**src/rtl/halt_console.sv**
```systemverilog
`default_nettype none
// +--------------------------------------------------------------------------+
// | halt_console: captures the CPU debug word on halt, shows it on 16 LEDs,  |
// | and debounces a button into a one-cycle continue pulse.                  |
// | Optional macro HALT_CONSOLE_AUTOSTEP_EN: auto-continue after AUTO_DELAY. |
// | Revision: 1.0                                                            |
// +--------------------------------------------------------------------------+
module halt_console #(
  parameter int DEBOUNCE_CYCLES = 4,
  parameter int AUTO_DELAY      = 8
) (
  input  logic        clk,
  input  logic        rst,
  input  logic [31:0] debug,
  input  logic        halted,
  input  logic        btn_raw,
  input  logic        sel_hi,
  output logic        cont,
  output logic [15:0] led,
  output logic        hold,
  output logic [7:0]  capture_cnt
);

  localparam int DW = $clog2(DEBOUNCE_CYCLES + 1);
  localparam logic [DW-1:0] DB_LAST = DW'(DEBOUNCE_CYCLES - 1);

  typedef enum logic [1:0] {
    ST_RUN     = 2'd0,
    ST_HALTED  = 2'd1,
    ST_RELEASE = 2'd2
  } state_t;

  state_t        state;
  logic [31:0]   snap;
  logic          s1;
  logic          s2;
  logic          db;
  logic          db_q;
  logic [DW-1:0] dcnt;
  logic          press;
  logic          auto_fire;

  // The level only changes after DEBOUNCE_CYCLES consecutive disagreeing samples.
  always_ff @(posedge clk or posedge rst) begin
    if (rst) begin
      s1   <= 1'b0;
      s2   <= 1'b0;
      db   <= 1'b0;
      db_q <= 1'b0;
      dcnt <= '0;
    end else begin
      s1   <= btn_raw;
      s2   <= s1;
      db_q <= db;
      if (s2 == db) begin
        dcnt <= '0;
      end else if (dcnt == DB_LAST) begin
        db   <= s2;
        dcnt <= '0;
      end else begin
        dcnt <= dcnt + 1'b1;
      end
    end
  end

  assign press = db & ~db_q;

`ifdef HALT_CONSOLE_AUTOSTEP_EN
  localparam logic [15:0] AUTO_LAST = 16'(AUTO_DELAY - 1);
  logic [15:0] acnt;

  // Held at zero outside HALTED so it starts from zero on every entry.
  always_ff @(posedge clk or posedge rst) begin
    if (rst) begin
      acnt <= '0;
    end else if (state != ST_HALTED) begin
      acnt <= '0;
    end else begin
      acnt <= acnt + 16'd1;
    end
  end

  assign auto_fire = (acnt == AUTO_LAST);
`else
  assign auto_fire = 1'b0;
`endif

  always_ff @(posedge clk or posedge rst) begin
    if (rst) begin
      state       <= ST_RUN;
      snap        <= '0;
      capture_cnt <= '0;
      cont        <= 1'b0;
      hold        <= 1'b0;
    end else begin
      cont <= 1'b0;
      case (state)
        ST_RUN: begin
          if (halted) begin
            snap        <= debug;
            capture_cnt <= capture_cnt + 8'd1;
            state       <= ST_HALTED;
            hold        <= 1'b1;
          end
        end
        ST_HALTED: begin
          // A CPU resumed by other means takes priority over any continue.
          if (!halted) begin
            state <= ST_RUN;
            hold  <= 1'b0;
          end else if (press || auto_fire) begin
            cont  <= 1'b1;
            state <= ST_RELEASE;
            hold  <= 1'b0;
          end
        end
        ST_RELEASE: begin
          if (!halted) begin
            state <= ST_RUN;
          end
        end
        default: begin
          state <= ST_RUN;
          hold  <= 1'b0;
        end
      endcase
    end
  end

  always_ff @(posedge clk or posedge rst) begin
    if (rst) begin
      led <= '0;
    end else begin
      led <= sel_hi ? snap[31:16] : snap[15:0];
    end
  end

endmodule
`default_nettype wire

```
**config.mk**
```make
export PLATFORM = sky130hd
export DESIGN_NAME = halt_console
export DESIGN_NICKNAME = d
export VERILOG_FILES = /design/src/rtl/halt_console.sv
export SDC_FILE = /design/constraint.sdc
export NUM_CORES = 1
export LEC_CHECK = 0
export CORE_MARGIN = 3
export CORE_UTILIZATION = 52
export CTS_CLUSTER_DIAMETER = 50
export CTS_CLUSTER_SIZE = 24
export DETAILED_ROUTE_END_ITERATION = 12
export PLACE_DENSITY = 0.81
export SETUP_SLACK_MARGIN = 0.05
export SLEW_MARGIN = 40
export SYNTH_ARGS = -nofsm -noshare
export SYNTH_HDL_FRONTEND = slang
export SYNTH_SLANG_ARGS = --single-unit
```
**constraint.sdc**
```tcl
create_clock -name clk -period 2.9 [get_ports clk]
set_input_delay 0.29 -clock clk [delete_from_list [all_inputs] [get_ports clk]]
set_output_delay 0.29 -clock clk [all_outputs]
set_load 0.02 [all_outputs]
```
==> results of run 1 <==
==> Yosys cell counts (all sizes together) (2+ instances only) <==
cell | instances | area (um2)
dfrtp | 67 | 1677
mux2 | 50 | 563.0
xnor2 | 7 | 61.31
buf | 6 | 40.04
nand4 | 4 | 25.02
nor3b | 4 | 41.29
and2 | 2 | 12.51
and3 | 2 | 12.51
ha | 2 | 25.02
nand2 | 2 | 7.510
nor2b | 2 | 12.51
==> per-layer routing <==
layer  wire length (um)  up-vias
met4                 74        0
met3                311        8
li1                   -      683
met5                  0        -
met2               2379       50
met1               2054      733
==> flip-flops by register name, indices dropped and copies added (netlist names) <==
register     flops
state            2
dcnt             3
db               1
capture_cnt      8
db_q             1
cont             1
hold             1
snap            32
s2               1
led             16
s1               1
==> where the power goes <==
| part | internal [uW] | switching [uW] |
|---|---|---|
| logic | 597 | 444 |
| registers | 1290 | 213 |
| clock network | 422 | 330 |
| total | 2310 | 987 |
==> final cells by class <==
type	count	area share (%)
multi-input cells	83	23.78
clock buffers	14	5.643
flip-flops and latches	67	49.10
repair buffers	64	18.83
clock inverters	1	0.1466
well taps	65	2.382
inverters	1	0.1099
==> stage by stage <==
stage / area (um2) / hold WS, ps
finish: 3415 / 354.3
global route: 3415 / 369.4
CTS: 3420 / 353.9
detailed placement: 3222 / 338.9
global placement: 3222 / 334.2
floorplan: 2532 / 321.4
==> final timing paths <==
path | startpoint | end
setup / recovery | capture_cnt[0] | capture_cnt[0]
hold / removal | s1 | s2
setup reg to reg | state[1] | snap[22]
hold reg to reg | s1 | s2
max in group asynchronous | rst | snap[22]
min in group asynchronous | rst | snap[29]
==> logic make-up (layout without fill, tap and decap cells) <==
group / count (synthesis) / in the layout / share of synthesized area, %
adder cells (fa/ha/maj): 2 / 2 / 0.9880
AO/OA/AOI/OAI: 1 / 1 / 0.1974
AND/OR/NAND/NOR: 21 / 21 / 5.484
buffers and inverters: 7 / 80 / 1.729
multiplexers: 51 / 51 / 22.63
flip-flops: 67 / 67 / 66.21
XOR/XNOR: 8 / 8 / 2.767
==> results by group, run 1 <==
Status
  • Outcome: finished, final reports clean

Placed design
  • Place WS: roughly 900 ps
  • Number of port buffers: just over 60
  • Placed Cells: 280
  • HPWL Detailed: 3277 um
  • RePlAce Congestion: ~0.80

CTS
  • CTS Buffer Depth: 2
  • Clock sink count: 67
  • CTS Buf Count: 9
  • H-tree depth: 3
  • Clock root cell: clkbuf_8
  • Clk pin slew, worst setup/hold paths: about 70 ps
  • Total setup buffers inserted after CTS: 0
  • Resize count post-CTS: 0
  • CTS tree: built
  • Clk_lat worst skew: roughly 330 ps
  • Post-CTS Hold Fix Bufs: 0

Setup path
  • Crit path depth: 1
  • Critical Path Fanout Max: 4
  • Worst Path Buf+Inv: 1
  • Worst setup SP type: flip-flop
  • Worst R2R Setup Slack: about 1300 ps
  • CP Class: flip-flop to primary output
  • CP max stage cell: clkdlybuf4s50_1
  • Critical path data arrival time: 1400 ps
  • Crit. End Element: primary output
  • Cell family with most CP delay: buffers and inverters
  • Worst Path Required: approximately 2600 ps
  • Critical path's largest stage delay: around 640 ps
  • Critical-path cell list: clkdlybuf4s50_1
  • Cells on worst reg2reg path: 3

Worst hold path
  • Hold crit path type: flip-flop to flip-flop
  • Worst Hold Path Cells: 0

Flow run
  • Number of max-cap violations: 0

Synthesis
  • Mapped Area: between 0.002 and 0.003 mm2
  • Post-Syn Area per Cell: ~16 um2
  • Sequential fraction of the synthesis area: roughly two thirds
  • Cells after Synth: between 150 and 200
  • Syn. warnings: 0
  • Syn nets: 196
  • Yosys reg bits: 67
  • Post-synth EDFFs: 0
  • Synth unique cells: 22
  • Asr flop ratio synth: 100.0%
  • Primary FF master, synth: dfrtp_1

GRT
  • First-pass GRT wire length: about 7800 um
  • Aggregate global-route resource usage: 18.79%
  • Initial antenna violation count: 0
  • Vias in the first global route: 1596
  • Largest net degree at the start of global routing: 41
  • Met2 Use GR: about 29%
  • Gr busiest metal: met2
  • Met3 global-route usage: 5.145%
  • Met1 GRT Util: about a quarter
  • Gr ovfl total: 0

Finish
  • Antenna Cells: 0
  • Layout Nets: 265
  • Fin util: 75.30%
  • Most frequent cells in the layout: dfrtp_1, clkdlybuf4s50_1, mux2_2, clkbuf_8, xnor2_1
  • Commonest non-fill, non-tap cell in the layout: dfrtp_1
  • Layout cells sized above 1: between 30% and 40%
  • Footprint of the multi-input gates: approximately 810 um2
  • Synthesis-to-finish area growth: 34.83%
  • Fill count: between 200 and 300
  • Sequential standard cell area: 0.001677 mm2
  • Post-route insts no fill: 295

Floorplanning
  • Die area: between 0.005 and 0.006 mm2
  • Die X: roughly 76 um
  • DIE HEIGHT: roughly 76 um
  • Starting density of the core: a little under three fifths
  • Core ar.: between 0.004 and 0.005 mm2
  • I/O Pins: between 60 and 70
  • Row Count: 24

STA
  • RSZ-0062 raised after global routing: no
  • Fmax: 592.8 MHz
  • Final hold violations: 0
  • Final setup viols: 0
  • Clk_skew: around 6.2 ps
  • Final Worst Setup Slack: approximately 1200 ps
  • Worst-Margin Slew: approximately 690 ps
  • Slew Limit Fails: 0
  • Final worst path period need: 1687 ps
  • Fin crit share: ~58%
  • Slew headroom: between 50% and 60%
  • Sum Neg Setup Slack: 0 ps

Detailed routing
  • Final wirelength: ~4800 um
  • DR vias: approximately 1500
  • # DRC: 0
  • DRT iter0 DRCs: 90
  • DRT Pass-1 Iters: 6
  • Post-route ant nets: 0
  • Vias per cell: 4.997
  • Wire per inst: about 16 um

Power
  • Leakage: between 0.001 and 0.0015 uW
  • Max VDD drop: roughly 0.0005 V
  • PwrDens: just under 1000 mW/mm2
  • Total Power: 3296 uW
Power figures use the tool's default switching activity.
==> inputs of run 2 (changes only) <==
--- a/config.mk
+++ b/config.mk
@@ -6,11 +6,11 @@
 export NUM_CORES = 1
 export LEC_CHECK = 0
 export CORE_MARGIN = 3
-export CORE_UTILIZATION = 52
+export CORE_UTILIZATION = 48
 export CTS_CLUSTER_DIAMETER = 50
 export CTS_CLUSTER_SIZE = 24
 export DETAILED_ROUTE_END_ITERATION = 12
-export PLACE_DENSITY = 0.81
+export PLACE_DENSITY = 0.75
 export SETUP_SLACK_MARGIN = 0.05
 export SLEW_MARGIN = 40
 export SYNTH_ARGS = -nofsm -noshare
==> constraint.sdc (replaced) <==
create_clock -name clk -period 1.67 [get_ports clk]
set_input_delay 0.167 -clock clk [delete_from_list [all_inputs] [get_ports clk]]
set_output_delay 0.167 -clock clk [all_outputs]
set_load 0.02 [all_outputs]
==> run 2 against run 1 <==
Power is 80% higher. Via count is 1.1% higher. Count of clock-buffer cells in the layout is 3 lower. Routed wire length is 1.5% higher. Combinational power is 77% higher. Critical endpoint unchanged. Register-to-register slack worse by 1100 ps. Final cell count is 2.0% higher. First-iteration DRC count stayed put. Worst hold slack worse by 83 ps. Design area is 2.3% higher. Setup slack worse by 1100 ps. Non-clock buffer count is 3 higher.
==> results by group, run 2 (synthesis results as in run 1) <==
Status
  • Outcome: finished, final reports clean

Detailed routing
  • DR vias: 1490 (+1.1%)
  • # DRC: 0 (unchanged)
  • Final wirelength: 4891 um (+1.5%)
  • Met2 WL: 2638 um (+11%)
  • Wire length on met1: 1923 um (-6.4%)
  • Vias per cell: 4.950 (-0.93%)
  • Met3 routed WL: 277 um (-11%)
  • Post-route ant nets: 0 (unchanged)
  • Top layer in use: met4
  • DRT iter0 DRCs: 90 (unchanged)
  • Wire per inst: 16.25 um (-0.55%)
  • DRT Pass-1 Iters: 4 (-2)

Placed design
  • RePlAce Congestion: 0.7636 (-4.4%)
  • DP Area: 0.003263 mm2 (+1.3%)
  • HPWL Detailed: 3497 um (+6.7%)
  • Number of port buffers: 62 (unchanged)

Setup path
  • Cell family with most CP delay: buffers and inverters
  • Critical-path cell list: clkdlybuf4s50_1
  • Worst Path Required: 1500 ps (-1110 ps)
  • CP max stage cell: clkdlybuf4s50_1
  • Critical path data arrival time: 1380 ps (-20 ps)
  • Critical path's largest stage delay: 640 ps (about the same)
  • Worst setup SP type: flip-flop
  • Critical Path Fanout Max: 4 (unchanged)
  • Worst Path Buf+Inv: 1 (unchanged)
  • Crit. End Element: primary output
  • CP Class: flip-flop to primary output

Power
  • Max VDD drop: 0.0008963 V (+78%)
  • Total Power: 5926 uW (+80%)
  • Leakage: 0.001489 uW (+3.5%)
  • PwrDens: 1696 mW/mm2 (+76%)

Flow run
  • Number of max-cap violations: 0 (unchanged)

GRT
  • Gr ovfl total: 0 (unchanged)
  • Largest net degree at the start of global routing: 68 (+66%)
  • First-pass GRT wire length: 8369 um (+7.6%)
  • Initial antenna violation count: 0 (unchanged)
  • Aggregate global-route resource usage: 17.97% (-0.82 points)
  • Vias in the first global route: 1702 (+6.6%)

Worst hold path
  • Hold crit path type: primary input to async pin

CTS
  • Clk pin slew, worst setup/hold paths: 70 ps (about the same)
  • Clock root cell: clkbuf_8
  • CTS Buf Count: 9 (unchanged)
  • CTS Buffer Depth: 2 (unchanged)
  • Clk_lat worst skew: 330 ps (about the same)
  • Post-CTS Hold Fix Bufs: 0 (unchanged)
  • H-tree depth: 3 (unchanged)
  • Clock sink count: 67 (unchanged)
  • CTS tree: built

Floorplanning
  • DIE HEIGHT: 78.64 um (+3.8%)
  • Die area: 0.006183 mm2 (+7.7%)
  • Core ar.: 0.004911 mm2 (+8.3%)
  • I/O Pins: 63 (unchanged)
  • Starting density of the core: 51.57% (-4.3 points)
  • Row Count: 25 (+4.2%)
  • Die X: 78.64 um (+3.8%)

Finish
  • Antenna Cells: 0 (unchanged)
  • Synthesis-to-finish area growth: 37.99%
  • Layout Nets: 268 (+1.1%)
  • Most flops, register: snap
  • Cell area after layout: 0.003495 mm2 (+2.3%)
  • Most frequent cells in the layout: dfrtp_1, clkdlybuf4s50_1, mux2_2, clkbuf_8, xnor2_1
  • Largest regs: snap: 32 flops, led: 16 flops, capture_cnt: 8 flops
  • Commonest non-fill, non-tap cell in the layout: dfrtp_1
  • Fill count: 333 (+22%)
  • Number of flip-flops in the largest register: 32 (unchanged)
  • Layout cells sized above 1: 31.20% (+0.76 points)

STA
  • Final worst path period need: 1548 ps
  • Fin crit share: about 90%
  • Slew Limit Fails: 0 (unchanged)
  • Final hold violations: 0 (unchanged)
  • Clk_skew: 5.083 ps (-1.129 ps)
  • Slew headroom: 77.26% (+23 points)
  • RSZ-0062 raised after global routing: no
  • Worst-Margin Slew: 341.1 ps (-344.0 ps)
  • Final setup viols: 0 (unchanged)
  • Fmax: roughly 650 MHz
## run 2: final cells by class
class	count	area [um2]	area share, %
flip-flops and latches	67	1677	47.98
multi-input cells	83	812.0	23.24
repair buffers	67	688.2	19.69
clock inverters	5	75.07	2.148
clock buffers	11	151.4	4.332
inverters	1	7.507	0.2148
well taps	67	83.83	2.399
## run 2: metal layers
layer | track usage [%] | up-vias
met5 | 0 | -
met4 | 6.469 | 0
met3 | 6.537 | 8
met2 | 30.90 | 45
met1 | 20.49 | 746
li1 | - | 691
## run 2: worst paths after layout
check	slack [ps]	startpoint	cells past startpoint	end
setup / recovery	120	capture_cnt[0]	1	capture_cnt[0]
hold / removal	270	rst	3	state[1]
setup reg to reg	230	state[1]	3	snap[2]
hold reg to reg	360	s1	0	s2
max in group asynchronous	1120	rst	3	snap[7]
min in group clk	320	btn_raw	1	s1
## run 2: timing repair
item                       4_1_cts  5_1_grt
buffers inserted                 0        0
setup endpoints to repair        0        2
resized for setup                0        2
## run 2: through the flow
stage	hold slack (ps)	util [%]	setup WS, ps	setup TNS [ps]	instances
final	271.1	71.16	121.7	0	301
after global routing	288.0	71.16	60.01	0	301
after CTS	281.9	71.06	57.04	0	301
after detailed placement	342.0	66.45	-25.04	-360.0	285
after global placement	360.1	66.45	16.52	0	285
after floorplan	198.4	-	382.2	0	157
## run 2: power by group
part	total (uW)	internal [uW]	leakage, uW	switching [uW]
Clock	1480	914	0.000119	571
Sequential	2610	2240	0.000799	366
Combinational	1840	1050	0.000571	781
==> RTL change (config.mk and constraints of run 2) <==
Add a define of `HALT_CONSOLE_AUTOSTEP_EN`.
--- a/src/rtl/halt_console.sv
+++ b/src/rtl/halt_console.sv
@@ -5,6 +5,8 @@
 // | Optional macro HALT_CONSOLE_AUTOSTEP_EN: auto-continue after AUTO_DELAY. |
 // | Revision: 1.0                                                            |
 // +--------------------------------------------------------------------------+
+`define HALT_CONSOLE_AUTOSTEP_EN
+
 module halt_console #(
   parameter int DEBOUNCE_CYCLES = 4,
   parameter int AUTO_DELAY      = 8
Check against the original RTL: not equivalent (Yosys sat finds a counterexample within 10 cycles, from zero or initial values and one cycle with rst high).
==> RTL change against run 2 <==
  * Worst hold slack worse by 0.12 ns
  * Die area up 30%
  * Sequential cell count up 16
  * Cell area up 27%
  * Cell count up 39%
  * Area after synthesis up 33%
  * Via count up 47%
  * Wire length up 28%
  * Setup slack worse by 0.011 ns
  * Total power up 21%
  * Highest routed layer unchanged
==> RTL change: results (changes against run 2) <==
metric	value	unit	change
Final nets	361		was 268
pre-CTS setup slack	0.01285	ns	was -0.02504 ns
R2R depth	4		was 3
fill count	510		was 333
syn_area_per_cell	13.74	sq um	was 16.13 sq um
via count	2194		was 1,490
dpl hpwl	4338	um	was 3497 um
Synth Net Count	285		was 196
global-route wire length before repair	10680	um	was 8369 um
status	finished, final reports clean		unchanged
vias in the first global route	2273		was 1,702
critical path arrival	1.39	ns	
GRT Total Usage	16.26	%	was 17.97%
Worst slew margin	73.73	%	was 77.26%
final wirelength	6255	um	was 4891 um
post-synthesis xor/xnor area fraction	2.862	%	was 2.767%
count of cell types in the netlist	39		was 22
routability congestion estimate	0.8359		was 0.7636
post-synthesis mux area share	17.62	%	was 22.63%
largest net degree at the start of global routing	38		was 68
Synth Area in Compound Gates	4.387	%	was 0.1976%
Leakage	1.830	nW	was 1.489 nW
placed cells	403		was 285
top cells by area, synth	dfrtp_1 (62%), mux2_2 (17%), xnor2_1 (2.1%), nand4_1 (1.3%), nand2_1 (1.2%)		was dfrtp_1 (66%), mux2_2 (22%), xnor2_1 (2.4%), buf_4 (1.2%), ha_1 (0.99%)
register area share after synthesis	61.71	%	was 66.21%
worst-path fanout max	5		was 4
Vias/cell	5.261		was 4.950
Post-synth top cells	dfrtp_1 (83), mux2_2 (50), nand2_1 (11)		was dfrtp_1 (67), mux2_2 (50), xnor2_1 (7)
Net Sw Power	2.187	mW	was 1.718 mW
Setup Skew	0.007977	ns	was 0.005083 ns
1st-iter DRT viols	61		was 90
clk_lat worst skew	0.35	ns	was 0.33 ns
post-synthesis adder-cell area fraction	1.115	%	was 0.9881%
Largest regs	snap: 32 flops, acnt: 16 flops, led: 16 flops		was snap: 32 flops, led: 16 flops, capture_cnt: 8 flops
share of layout cells above drive strength 1	26.85	%	was 31.20%
RTL change: worst paths after layout:
path                                 from             end  slack [ns]
setup reg to reg                  acnt[1]        acnt[12]        0.13
hold reg to reg                        s1              s2        0.35
min in group clk                  btn_raw              s1        0.26
max in group asynchronous             rst  capture_cnt[2]        1.01
hold / removal                        rst        snap[25]        0.15
setup / recovery           capture_cnt[2]  capture_cnt[2]        0.11
RTL change: area by class of cell:
type | count | area [sq um] | share of cell area [%]
Tap cell | 93 | 116.4 | 2.618
Clock inverter | 2 | 35.03 | 0.7881
Clock buffer | 12 | 165.2 | 3.715
Sequential cell | 83 | 2077 | 46.72
Timing Repair Buffer | 74 | 760.7 | 17.11
Inverter | 4 | 18.77 | 0.4222
Multi-Input combinational cell | 149 | 1272 | 28.62
RTL change: kinds of logic after synthesis:
group | count (synthesis)
XOR/XNOR | 11
adder cells (fa/ha/maj) | 3
multiplexers | 53
AND/OR/NAND/NOR | 60
flip-flops | 83
AO/OA/AOI/OAI | 22
buffers and inverters | 13
RTL change: stage by stage:
stage / cell area (sq um) / util [%]
detailed placement: 4210 / 64.11
global route: 4446 / 67.69
global placement: 4210 / 64.11
finish: 4446 / 67.69
floorplan: 3369 / -
CTS: 4415 / 67.23
RTL change: layer usage:
| layer | share of wire [%] | GRT usage (%) | up-vias | wire [um] |
|---|---|---|---|---|
| met2 | 46 | 24.31 | 57 | 2896 |
| met5 | 0 | 0 | - | 0 |
| met3 | 6.2 | 5.092 | 10 | 385 |
| li1 | - | - | 1029 | - |
| met4 | 1.5 | 6.130 | 0 | 95 |
| met1 | 46 | 22.36 | 1098 | 2878 |
RTL change: power by group through the flow:
stage               sequential [mW]  clock, mW  combinational, mW
floorplan                      3.50          0               1.18
global route                   3.32       1.57               2.68
detailed placement             3.25          0               2.50
CTS                            3.23       1.51               2.52
finish                         3.22       1.46               2.49
global placement               3.23          0               2.44
RTL change: what timing repair did:
action	in CTS	in global routing
endpoints found under the hold margin	0	0
resized for setup	1	5
setup endpoints to repair	1	6
